### config.mk
export PLATFORM = sky130hd
export DESIGN_NAME = bnn_ctrl_seq
export DESIGN_NICKNAME = d
export VERILOG_FILES = /design/src/rtl/bnn_pkg.sv /design/src/rtl/bnn_ctrl_regfile.sv /design/src/rtl/bnn_ctrl_seq.sv
export SDC_FILE = /design/constraint.sdc
export NUM_CORES = 1
export LEC_CHECK = 0
export CAP_MARGIN = 20
export CORE_ASPECT_RATIO = 0.6
export CORE_UTILIZATION = 63
export DETAILED_ROUTE_END_ITERATION = 8
export PLACE_DENSITY = 0.83
export SKIP_CTS_REPAIR_TIMING = 1
export SLEW_MARGIN = 20
export SYNTH_ARGS = -nofsm -noshare
export SYNTH_HDL_FRONTEND = slang
export SYNTH_SLANG_ARGS = --single-unit
export TNS_END_PERCENT = 100
### constraint.sdc
create_clock -name clk -period 6.28 [get_ports clk]
set_clock_uncertainty 0.15 [all_clocks]
set_input_delay 1.57 -clock clk [delete_from_list [all_inputs] [get_ports clk]]
set_output_delay 1.57 -clock clk [all_outputs]
set_load 0.01 [all_outputs]
### src/rtl/bnn_pkg.sv
// Shared definitions for the BNN instruction sequencer: opcodes, register selects,
// bnn_core control-word bit positions and the fetch/execute state encoding.
package bnn_pkg;

   localparam logic [4:0] OP_NOP   = 5'b00000;
   localparam logic [4:0] OP_LDL   = 5'b00001;
   localparam logic [4:0] OP_LDH   = 5'b00010;
   localparam logic [4:0] OP_LOAD  = 5'b00011;
   localparam logic [4:0] OP_ADDI  = 5'b00100;
   localparam logic [4:0] OP_CMP   = 5'b00101;
   localparam logic [4:0] OP_JMP   = 5'b00110;
   localparam logic [4:0] OP_EMPT  = 5'b00111;
   localparam logic [4:0] OP_BPUE  = 5'b01000;
   localparam logic [4:0] OP_BPUC  = 5'b01001;
   localparam logic [4:0] OP_OUT   = 5'b01010;
   localparam logic [4:0] OP_STORE = 5'b01011;
   localparam logic [4:0] OP_SHIFT = 5'b01100;
   localparam logic [4:0] OP_LOOP  = 5'b01101;
   localparam logic [4:0] OP_HALT  = 5'b01111;

   localparam logic [2:0] SEL_NONE = 3'd0;
   localparam logic [2:0] SEL_DPTR = 3'd1;
   localparam logic [2:0] SEL_COL  = 3'd2;
   localparam logic [2:0] SEL_SPTR = 3'd3;
   localparam logic [2:0] SEL_R1   = 3'd4;
   localparam logic [2:0] SEL_R2   = 3'd5;
   localparam logic [2:0] SEL_R3   = 3'd6;
   localparam logic [2:0] SEL_R4   = 3'd7;

   localparam logic [1:0] LD_WGT  = 2'b00;
   localparam logic [1:0] LD_BIAS = 2'b01;
   localparam logic [1:0] LD_IMG  = 2'b10;
   localparam logic [1:0] LD_NONE = 2'b11;

   localparam int CTRL_W       = 17;
   localparam int CTRL_EMPT    = 0;
   localparam int CTRL_COL_LSB = 1;
   localparam int CTRL_BPUE    = 5;
   localparam int CTRL_MODE    = 6;
   localparam int CTRL_WGT     = 7;
   localparam int CTRL_IMG     = 8;
   localparam int CTRL_BPUC    = 9;
   localparam int CTRL_OUT     = 10;
   localparam int CTRL_BIAS    = 11;
   localparam int CTRL_OUT_A   = 12;
   localparam int CTRL_OUT_B   = 13;
   localparam int CTRL_STORE   = 14;
   localparam int CTRL_SHIFT   = 15;
   localparam int CTRL_IMG_SEL = 16;

   typedef enum logic [1:0] {
      ST_IDLE  = 2'd0,
      ST_FETCH = 2'd1,
      ST_EXEC  = 2'd2,
      ST_STALL = 2'd3
   } seq_state_e;

   // Instructions that hand a control word to bnn_core and may therefore stall.
   function automatic logic isIssuing(input logic [4:0] op, input logic [1:0] loadMode);
      case (op)
         OP_LOAD:                                   return loadMode != LD_NONE;
         OP_EMPT, OP_BPUE, OP_BPUC, OP_OUT,
         OP_STORE, OP_SHIFT:                        return 1'b1;
         default:                                   return 1'b0;
      endcase
   endfunction

endpackage

### src/rtl/bnn_ctrl_regfile.sv
// Pointer/general register file: dptr, col, sptr, r1..r4 with byte-load,
// add-immediate, full-word write and +/-1 stepping, all committed only when en_i is high.
module bnn_ctrl_regfile
   import bnn_pkg::*;
#(
   parameter int REG_W = 16
) (
   input  logic             clk,
   input  logic             rst,
   input  logic             en_i,
   input  logic             ldEn_i,
   input  logic             ldHigh_i,
   input  logic [2:0]       ldSel_i,
   input  logic [7:0]       ldByte_i,
   input  logic             addEn_i,
   input  logic [2:0]       addSel_i,
   input  logic [REG_W-1:0] addImm_i,
   input  logic             wrEn_i,
   input  logic [2:0]       wrSel_i,
   input  logic [REG_W-1:0] wrData_i,
   input  logic             dptrStep_i,
   input  logic             dptrUp_i,
   input  logic             colInc_i,
   input  logic             sptrStep_i,
   input  logic             sptrUp_i,
   output logic [REG_W-1:0] dptr_o,
   output logic [REG_W-1:0] col_o,
   output logic [REG_W-1:0] sptr_o,
   output logic [REG_W-1:0] r1_o,
   output logic [REG_W-1:0] r4_o
);

   logic [7:1][REG_W-1:0] regs_q, regs_d;

   function automatic logic [REG_W-1:0] stepOne(input logic [REG_W-1:0] v, input logic up);
      return up ? v + REG_W'(1) : v - REG_W'(1);
   endfunction

   // Select 0 matches no entry, so it naturally leaves every register untouched.
   always_comb begin
      regs_d = regs_q;
      for (int i = 1; i <= 7; i++) begin
         if (ldEn_i && ldSel_i == 3'(i)) begin
            if (ldHigh_i) regs_d[i][15:8] = ldByte_i;
            else          regs_d[i][7:0]  = ldByte_i;
         end
         if (addEn_i && addSel_i == 3'(i)) regs_d[i] = regs_q[i] + addImm_i;
         if (wrEn_i && wrSel_i == 3'(i))   regs_d[i] = wrData_i;
      end
      if (dptrStep_i) regs_d[SEL_DPTR] = stepOne(regs_q[SEL_DPTR], dptrUp_i);
      if (colInc_i)   regs_d[SEL_COL]  = regs_q[SEL_COL] + REG_W'(1);
      if (sptrStep_i) regs_d[SEL_SPTR] = stepOne(regs_q[SEL_SPTR], sptrUp_i);
   end

   always_ff @(posedge clk or posedge rst) begin
      if (rst)       regs_q <= '0;
      else if (en_i) regs_q <= regs_d;
   end

   assign dptr_o = regs_q[SEL_DPTR];
   assign col_o  = regs_q[SEL_COL];
   assign sptr_o = regs_q[SEL_SPTR];
   assign r1_o   = regs_q[SEL_R1];
   assign r4_o   = regs_q[SEL_R4];

endmodule

### src/rtl/bnn_ctrl_seq.sv
// BNN accelerator instruction sequencer: fetch/execute FSM over a 1-cycle-latency
// instruction SRAM, issuing one-cycle control words to bnn_core and data SRAM strobes.
module bnn_ctrl_seq
   import bnn_pkg::*;
#(
   parameter int PC_W    = 11,
   parameter int DADDR_W = 13,
   parameter int REG_W   = 16,
   parameter int CORE_W  = 17
) (
   input  logic               clk,
   input  logic               rst,
   input  logic               start,
   output logic               busy,
   output logic               done,
   input  logic [15:0]        inst,
   output logic [PC_W-1:0]    inst_addr,
   output logic               inst_cen,
   input  logic               core_ready,
   output logic [CORE_W-1:0]  core_ctrl,
   output logic [DADDR_W-1:0] data_addr,
   output logic               data_cen,
   output logic               data_wen
);

   seq_state_e state_q, state_d;
   logic [PC_W-1:0] pc_q, pcNext, pcJump;
   logic [15:0] inst_q, instCur;
   logic [4:0] opcode;
   logic [1:0] loadMode;
   logic issues, retire, isHalt;
   logic [CTRL_W-1:0] ctrlWord;
   logic memEn, memWrite;
   logic [DADDR_W-1:0] memAddr;

   logic [CORE_W-1:0] coreCtrl_q;
   logic [DADDR_W-1:0] dataAddr_q;
   logic dataCen_q, dataWen_q, done_q;

   logic ldEn, ldHigh, addEn, wrEn;
   logic dptrStep, dptrUp, colInc, sptrStep, sptrUp;
   logic [2:0] addSel;
   logic [REG_W-1:0] addImm, wrData, cmpSrc, r4Dec;
   logic [REG_W-1:0] dptr, col, sptr, r1, r4;

   // The SRAM output is only guaranteed during EXEC, so a stalled instruction is replayed from inst_q.
   assign instCur  = (state_q == ST_STALL) ? inst_q : inst;
   assign opcode   = instCur[15:11];
   assign loadMode = instCur[10:9];
   assign pcJump   = pc_q - PC_W'(instCur[10:0]);
   assign r4Dec    = r4 - REG_W'(1);

   always_comb begin
      ctrlWord = '0;
      memEn    = 1'b0;
      memWrite = 1'b0;
      memAddr  = '0;
      ldEn     = 1'b0;
      ldHigh   = 1'b0;
      addEn    = 1'b0;
      addSel   = instCur[10:8];
      addImm   = {{(REG_W-8){instCur[7]}}, instCur[7:0]};
      wrEn     = 1'b0;
      wrData   = '0;
      dptrStep = 1'b0;
      dptrUp   = instCur[0];
      colInc   = 1'b0;
      sptrStep = 1'b0;
      sptrUp   = instCur[9];
      pcNext   = pc_q + PC_W'(1);
      isHalt   = 1'b0;
      case (instCur[10:9])
         2'b00:   cmpSrc = REG_W'(pc_q);
         2'b01:   cmpSrc = dptr;
         2'b10:   cmpSrc = col;
         default: cmpSrc = sptr;
      endcase
      case (opcode)
         OP_LDL: ldEn = 1'b1;
         OP_LDH: begin
            ldEn   = 1'b1;
            ldHigh = 1'b1;
         end
         OP_LOAD: begin
            if (loadMode != LD_NONE) begin
               memEn    = 1'b1;
               memAddr  = dptr[DADDR_W-1:0];
               dptrStep = 1'b1;
               colInc   = 1'b1;
               case (loadMode)
                  LD_WGT: begin
                     ctrlWord[CTRL_WGT]          = 1'b1;
                     ctrlWord[CTRL_COL_LSB +: 2] = col[1:0];
                  end
                  LD_BIAS: ctrlWord[CTRL_BIAS] = 1'b1;
                  default: begin
                     ctrlWord[CTRL_IMG]          = 1'b1;
                     ctrlWord[CTRL_COL_LSB +: 2] = col[1:0];
                     ctrlWord[CTRL_IMG_SEL]      = instCur[8];
                  end
               endcase
            end
         end
         OP_ADDI: addEn = 1'b1;
         OP_CMP: begin
            wrEn   = 1'b1;
            wrData = (cmpSrc < REG_W'(instCur[8:0])) ? REG_W'(1) : '0;
         end
         OP_JMP: if (r1 != '0) pcNext = pcJump;
         OP_EMPT: ctrlWord[CTRL_EMPT] = 1'b1;
         OP_BPUE: begin
            ctrlWord[CTRL_BPUE]         = 1'b1;
            ctrlWord[CTRL_COL_LSB +: 3] = col[2:0];
            ctrlWord[CTRL_MODE]         = instCur[10];
            colInc                      = 1'b1;
         end
         OP_BPUC: begin
            ctrlWord[CTRL_BPUC]         = 1'b1;
            ctrlWord[CTRL_COL_LSB +: 4] = col[3:0];
            colInc                      = 1'b1;
         end
         OP_OUT: begin
            ctrlWord[CTRL_OUT]   = 1'b1;
            ctrlWord[CTRL_OUT_A] = instCur[10];
            ctrlWord[CTRL_MODE]  = instCur[9];
            ctrlWord[CTRL_OUT_B] = instCur[8];
         end
         OP_STORE: begin
            ctrlWord[CTRL_STORE] = 1'b1;
            ctrlWord[CTRL_MODE]  = instCur[10];
            memEn                = 1'b1;
            memWrite             = 1'b1;
            memAddr              = sptr[DADDR_W-1:0];
            sptrStep             = 1'b1;
         end
         OP_SHIFT: ctrlWord[CTRL_SHIFT] = 1'b1;
         OP_LOOP: begin
            addEn  = 1'b1;
            addSel = SEL_R4;
            addImm = '1;
            if (r4Dec != '0) pcNext = pcJump;
         end
         OP_HALT: isHalt = 1'b1;
         default: ;
      endcase
      issues = isIssuing(opcode, loadMode);
   end

   always_ff @(posedge clk or posedge rst) begin
      if (rst) state_q <= ST_IDLE;
      else     state_q <= state_d;
   end

   always_comb begin
      state_d = state_q;
      case (state_q)
         ST_IDLE:  if (start) state_d = ST_FETCH;
         ST_FETCH: state_d = ST_EXEC;
         ST_EXEC: begin
            if (issues && !core_ready) state_d = ST_STALL;
            else if (isHalt)           state_d = ST_IDLE;
            else                       state_d = ST_FETCH;
         end
         ST_STALL: if (core_ready) state_d = ST_FETCH;
         default:  state_d = ST_IDLE;
      endcase
   end

   always_comb begin
      busy     = (state_q != ST_IDLE);
      inst_cen = (state_q != ST_FETCH);
      retire   = ((state_q == ST_EXEC) && !(issues && !core_ready)) ||
                 ((state_q == ST_STALL) && core_ready);
   end

   // Core and data-SRAM strobes are pulses registered at retire; data_addr holds between accesses.
   always_ff @(posedge clk or posedge rst) begin
      if (rst) begin
         pc_q       <= '0;
         inst_q     <= '0;
         coreCtrl_q <= '0;
         dataAddr_q <= '0;
         dataCen_q  <= 1'b1;
         dataWen_q  <= 1'b1;
         done_q     <= 1'b0;
      end else begin
         if (state_q == ST_IDLE && start) pc_q <= '0;
         else if (retire)                 pc_q <= pcNext;
         if (state_q == ST_EXEC) inst_q <= inst;
         coreCtrl_q <= retire ? CORE_W'(ctrlWord) : '0;
         dataCen_q  <= !(retire && memEn);
         dataWen_q  <= !(retire && memEn && memWrite);
         if (retire && memEn) dataAddr_q <= memAddr;
         done_q     <= retire && isHalt;
      end
   end

   bnn_ctrl_regfile #(.REG_W(REG_W)) uRegs (
      .clk        (clk),
      .rst        (rst),
      .en_i       (retire),
      .ldEn_i     (ldEn),
      .ldHigh_i   (ldHigh),
      .ldSel_i    (instCur[10:8]),
      .ldByte_i   (instCur[7:0]),
      .addEn_i    (addEn),
      .addSel_i   (addSel),
      .addImm_i   (addImm),
      .wrEn_i     (wrEn),
      .wrSel_i    (SEL_R1),
      .wrData_i   (wrData),
      .dptrStep_i (dptrStep),
      .dptrUp_i   (dptrUp),
      .colInc_i   (colInc),
      .sptrStep_i (sptrStep),
      .sptrUp_i   (sptrUp),
      .dptr_o     (dptr),
      .col_o      (col),
      .sptr_o     (sptr),
      .r1_o       (r1),
      .r4_o       (r4)
   );

   assign inst_addr = pc_q;
   assign core_ctrl = coreCtrl_q;
   assign data_addr = dataAddr_q;
   assign data_cen  = dataCen_q;
   assign data_wen  = dataWen_q;
   assign done      = done_q;

endmodule
==> flow_summary.json <==
{
  "status": "finished clean",
  "start_util_pct": 64.3,
  "grt_antenna_before_repair": 1,
  "synth_top_family_by_area": "compound AO/OA/AOI/OAI gates",
  "via_per_inst": 7.06,
  "synthAdderAreaFrac_pct": 12.2,
  "worst_hold_path_type": "reg -> reg",
  "ys_types": 93,
  "ys.flop_type": "dfrtp_1",
  "synth_simple_gate_area_share_pct": 21.2,
  "arrival_ns": 5.88,
  "die-area_sq_mm": 0.0221,
  "avgRoutedWirePerCell_microns": 23.7,
  "cts_tree": "yes",
  "avgSynthCellArea_sq_um": 8.03,
  "vias": 14300,
  "drtAntennaViolNets": 0,
  "htreeDepth": 4,
  "die_w_microns": 191,
  "leakage_uw": 0.00649,
  "setup_viol": 0,
  "critPathLaunchType": "input port",
  "root_buffer": "clkbuf_16",
  "async_flop_share_pct": 100,
  "fin_crit_ns": 5.65,
  "core_area_sq_mm": 0.0210,
  "drive_gt1_share_pct": 8.33,
  "rows": 41,
  "gp_congestion": 1.02,
  "fill_cells": 1696,
  "worstSkewPairLatency_ns": 0.46,
  "report.final.slew_viol_count": 0,
  "syn-cell-area_sq_mm": 0.0135,
  "grt_usage_pct": 43.9,
  "worstMarginPinSlew_ns": 1.08,
  "worst-path-max-fanout": 16,
  "ir_worst_vdd_uv": 278,
  "cts.sinks": 142,
  "rsz0062_at_grt": "false",
  "powerDensity_mw_per_mm2": 491,
  "path_clk_slew_ns": 0.07,
  "portBuffers": 65,
  "first_pass_iters": 6,
  "place_worst_setup_slack_ns": 0.293,
  "synth_compound_area_share_pct": 27.9,
  "synth_xor_area_share_pct": 4.47,
  "hold_path_depth": 2,
  "critPathMaxStageDelay_ns": 0.62,
  "yosysWarnings": 0,
  "synth_fp_nets": 1832,
  "grt_max_degree": 82,
  "grt_pass1_vias": 12900,
  "die_height_microns": 116,
  "path_cells": "clkdlybuf4s50_1 > and3b_1 > o221a_2 > nor2_4 > inv_1 > buf_4 > ha_1 > a21o_1 > o21a_1 > a2111oi_0 > nor4_1 > or3_1 > a311o_1 > a21oi_1",
  "clockBufferDepth": 2,
  "timing_worst_setup_path_type": "in -> reg",
  "finalCritPeriodShare_pct": 90.0,
  "grt_first_pass_wirelength_microns": 73600,
  "routed_wl_microns": 47800,
  "area_delta_synth_final_pct": 11.4,
  "drc": 0,
  "endpoint_kind": "flip-flop",
  "netlist_instances": 1685,
  "setup_tns_ns": 0,
  "hold_viol": 0,
  "drtIter0Drc": 2066,
  "synth_edf_count": 0,
  "seq_area_frac_synth_pct": 26.3,
  "dp_hpwl_microns": 35200,
  "required_ns": 6.51,
  "relSlewSlack_pct": 28.0,
  "finalWorstSetupSlack_ns": 0.628,
  "overflow": 0,
  "synth-seq-cells": 142,
  "rrSetupSlack_ns": 1.08,
  "synth_mux_area_share_pct": 3.86,
  "cp_slowest_cell": "a2111oi_0",
  "cap_violations": 0,
  "cts_buffers": 17,
  "ios": 66,
  "layout.nets": 1874,
  "rr_worst_depth": 13,
  "fmax_mhz": 177
}
==> worst max-delay path: cells and delay by family <==
family                   cells  cell delay [ns]
AO/OA/AOI/OAI                6             1.82
buffers and inverters        3             0.93
adder cells (fa/ha/maj)      1             0.38
AND/OR/NAND/NOR              4             1.19
==> Yosys cell counts (7+ instances only) <==
cell type	count	area share, %
nand2_1	159	4.4
a21oi_1	160	5.9
dfrtp_1	140	26
o21a_1	17	0.94
a31oi_1	30	1.4
a21o_1	28	1.6
nor3b_1	9	0.50
o2111ai_1	7	0.45
nor3_1	58	2.1
o21bai_1	11	0.61
or3_1	15	0.69
mux2_2	26	2.2
ha_1	120	11
a311oi_1	8	0.52
xnor2_1	51	3.3
inv_1	57	1.6
nor2b_1	9	0.42
and3_1	20	0.92
buf_2	19	0.70
nand4_1	14	0.65
or2_2	15	0.69
o21ai_0	104	3.8
o31ai_1	26	1.4
nor2_1	170	4.7
and2_1	11	0.51
o211ai_1	17	0.94
nand2b_1	9	0.42
a211oi_1	37	2.1
clkbuf_1	46	1.3
nand3b_1	12	0.67
nand3_1	44	1.6
fa_1	7	1.0
o22ai_1	13	0.60
o22a_1	13	0.84
a22oi_1	21	1.2
mux2i_1	20	1.5
nor4_1	18	0.83
xor2_1	18	1.2
==> worst paths after layout <==
check | start | endpoint
min in group asynchronous | rst | uRegs.col_o[8]
worst min-delay path | data_addr[3] | data_addr[3]
worst min register to register | data_addr[3] | data_addr[3]
worst max register to register | state_q[0] | uRegs.sptr_o[15]
worst max-delay path | inst[13] | uRegs.sptr_o[15]
max in group asynchronous | rst | inst_addr[2]
==> cells in the final DEF (no fill, tap or decap), types with 21 or more instances in the layout <==
| cell type | instances |
|---|---|
| a211oi_1 | 37 |
| a21o_1 | 28 |
| a21oi_1 | 160 |
| a22oi_1 | 21 |
| a31oi_1 | 30 |
| buf_4 | 33 |
| clkdlybuf4s50_1 | 65 |
| dfrtp_1 | 140 |
| ha_1 | 120 |
| inv_1 | 56 |
| mux2_2 | 26 |
| nand2_1 | 159 |
| nand3_1 | 44 |
| nor2_1 | 169 |
| nor3_1 | 58 |
| o21ai_0 | 103 |
| o31ai_1 | 26 |
| xnor2_1 | 51 |
==> sequential cells by signal (all words and copies together) (netlist names), 2 cells and up <==
name	flops
uRegs.r4_o	16
uRegs.dptr_o	16
uRegs.sptr_o	16
data_addr	13
uRegs.col_o	16
uRegs.r1_o	16
inst_addr	11
inst_q	16
core_ctrl	17
state_q	2
==> layer usage <==
metal  GRT usage [%]  part of all wire [%]  vias up
met5               0                     0        -
li1                -                     -     6371
met2            59.6                    39     1077
met1            64.6                    42     6688
met3            13.6                    16      135
met4            15.9                   3.2        0
==> report_power, final <==
part	switching, uW	internal, uW
clock network	451	596
logic	2680	1860
registers	592	1210
total	3720	3670
==> area by class of cell <==
type                            instances  area (sq um)  area share, %
Clock inverter                         13           139          0.922
Tap cell                              279           349           2.32
Timing Repair Buffer                   99           918           6.10
Clock buffer                           19           443           2.94
Inverter                               58           223           1.48
Multi-Input combinational cell       1409          9430           62.6
Sequential cell                       142          3560           23.6
Antenna cell                            1          2.50         0.0166
==> per-stage QoR <==
step                hold slack [ns]  utilization, %  power (uW)  cell area [sq um]  cells
detailed placement            0.320            68.8        6090              14500   1987
finish                        0.341            71.6        7390              15100   2020
global placement              0.320            68.8        5980              14500   1987
floorplan                     0.318               -        4850              13500   1685
global route                  0.373            71.6        7830              15100   2019
CTS                           0.344            71.6        7170              15100   2019
==> kinds of logic (layout without fill, tap and decap cells) <==
kind of cell               count (synthesis)  after routing
and+or+nand+nor                          593            593
xor gates and xnor gates                  69             69
other                                      0              1
adders and majority gates                128            128
DFF                                      142            142
AOI/OAI and AO/OA                        571            571
muxes                                     48             48
buffers and inverters                    134            189
(Power assumes the default switching activity.)
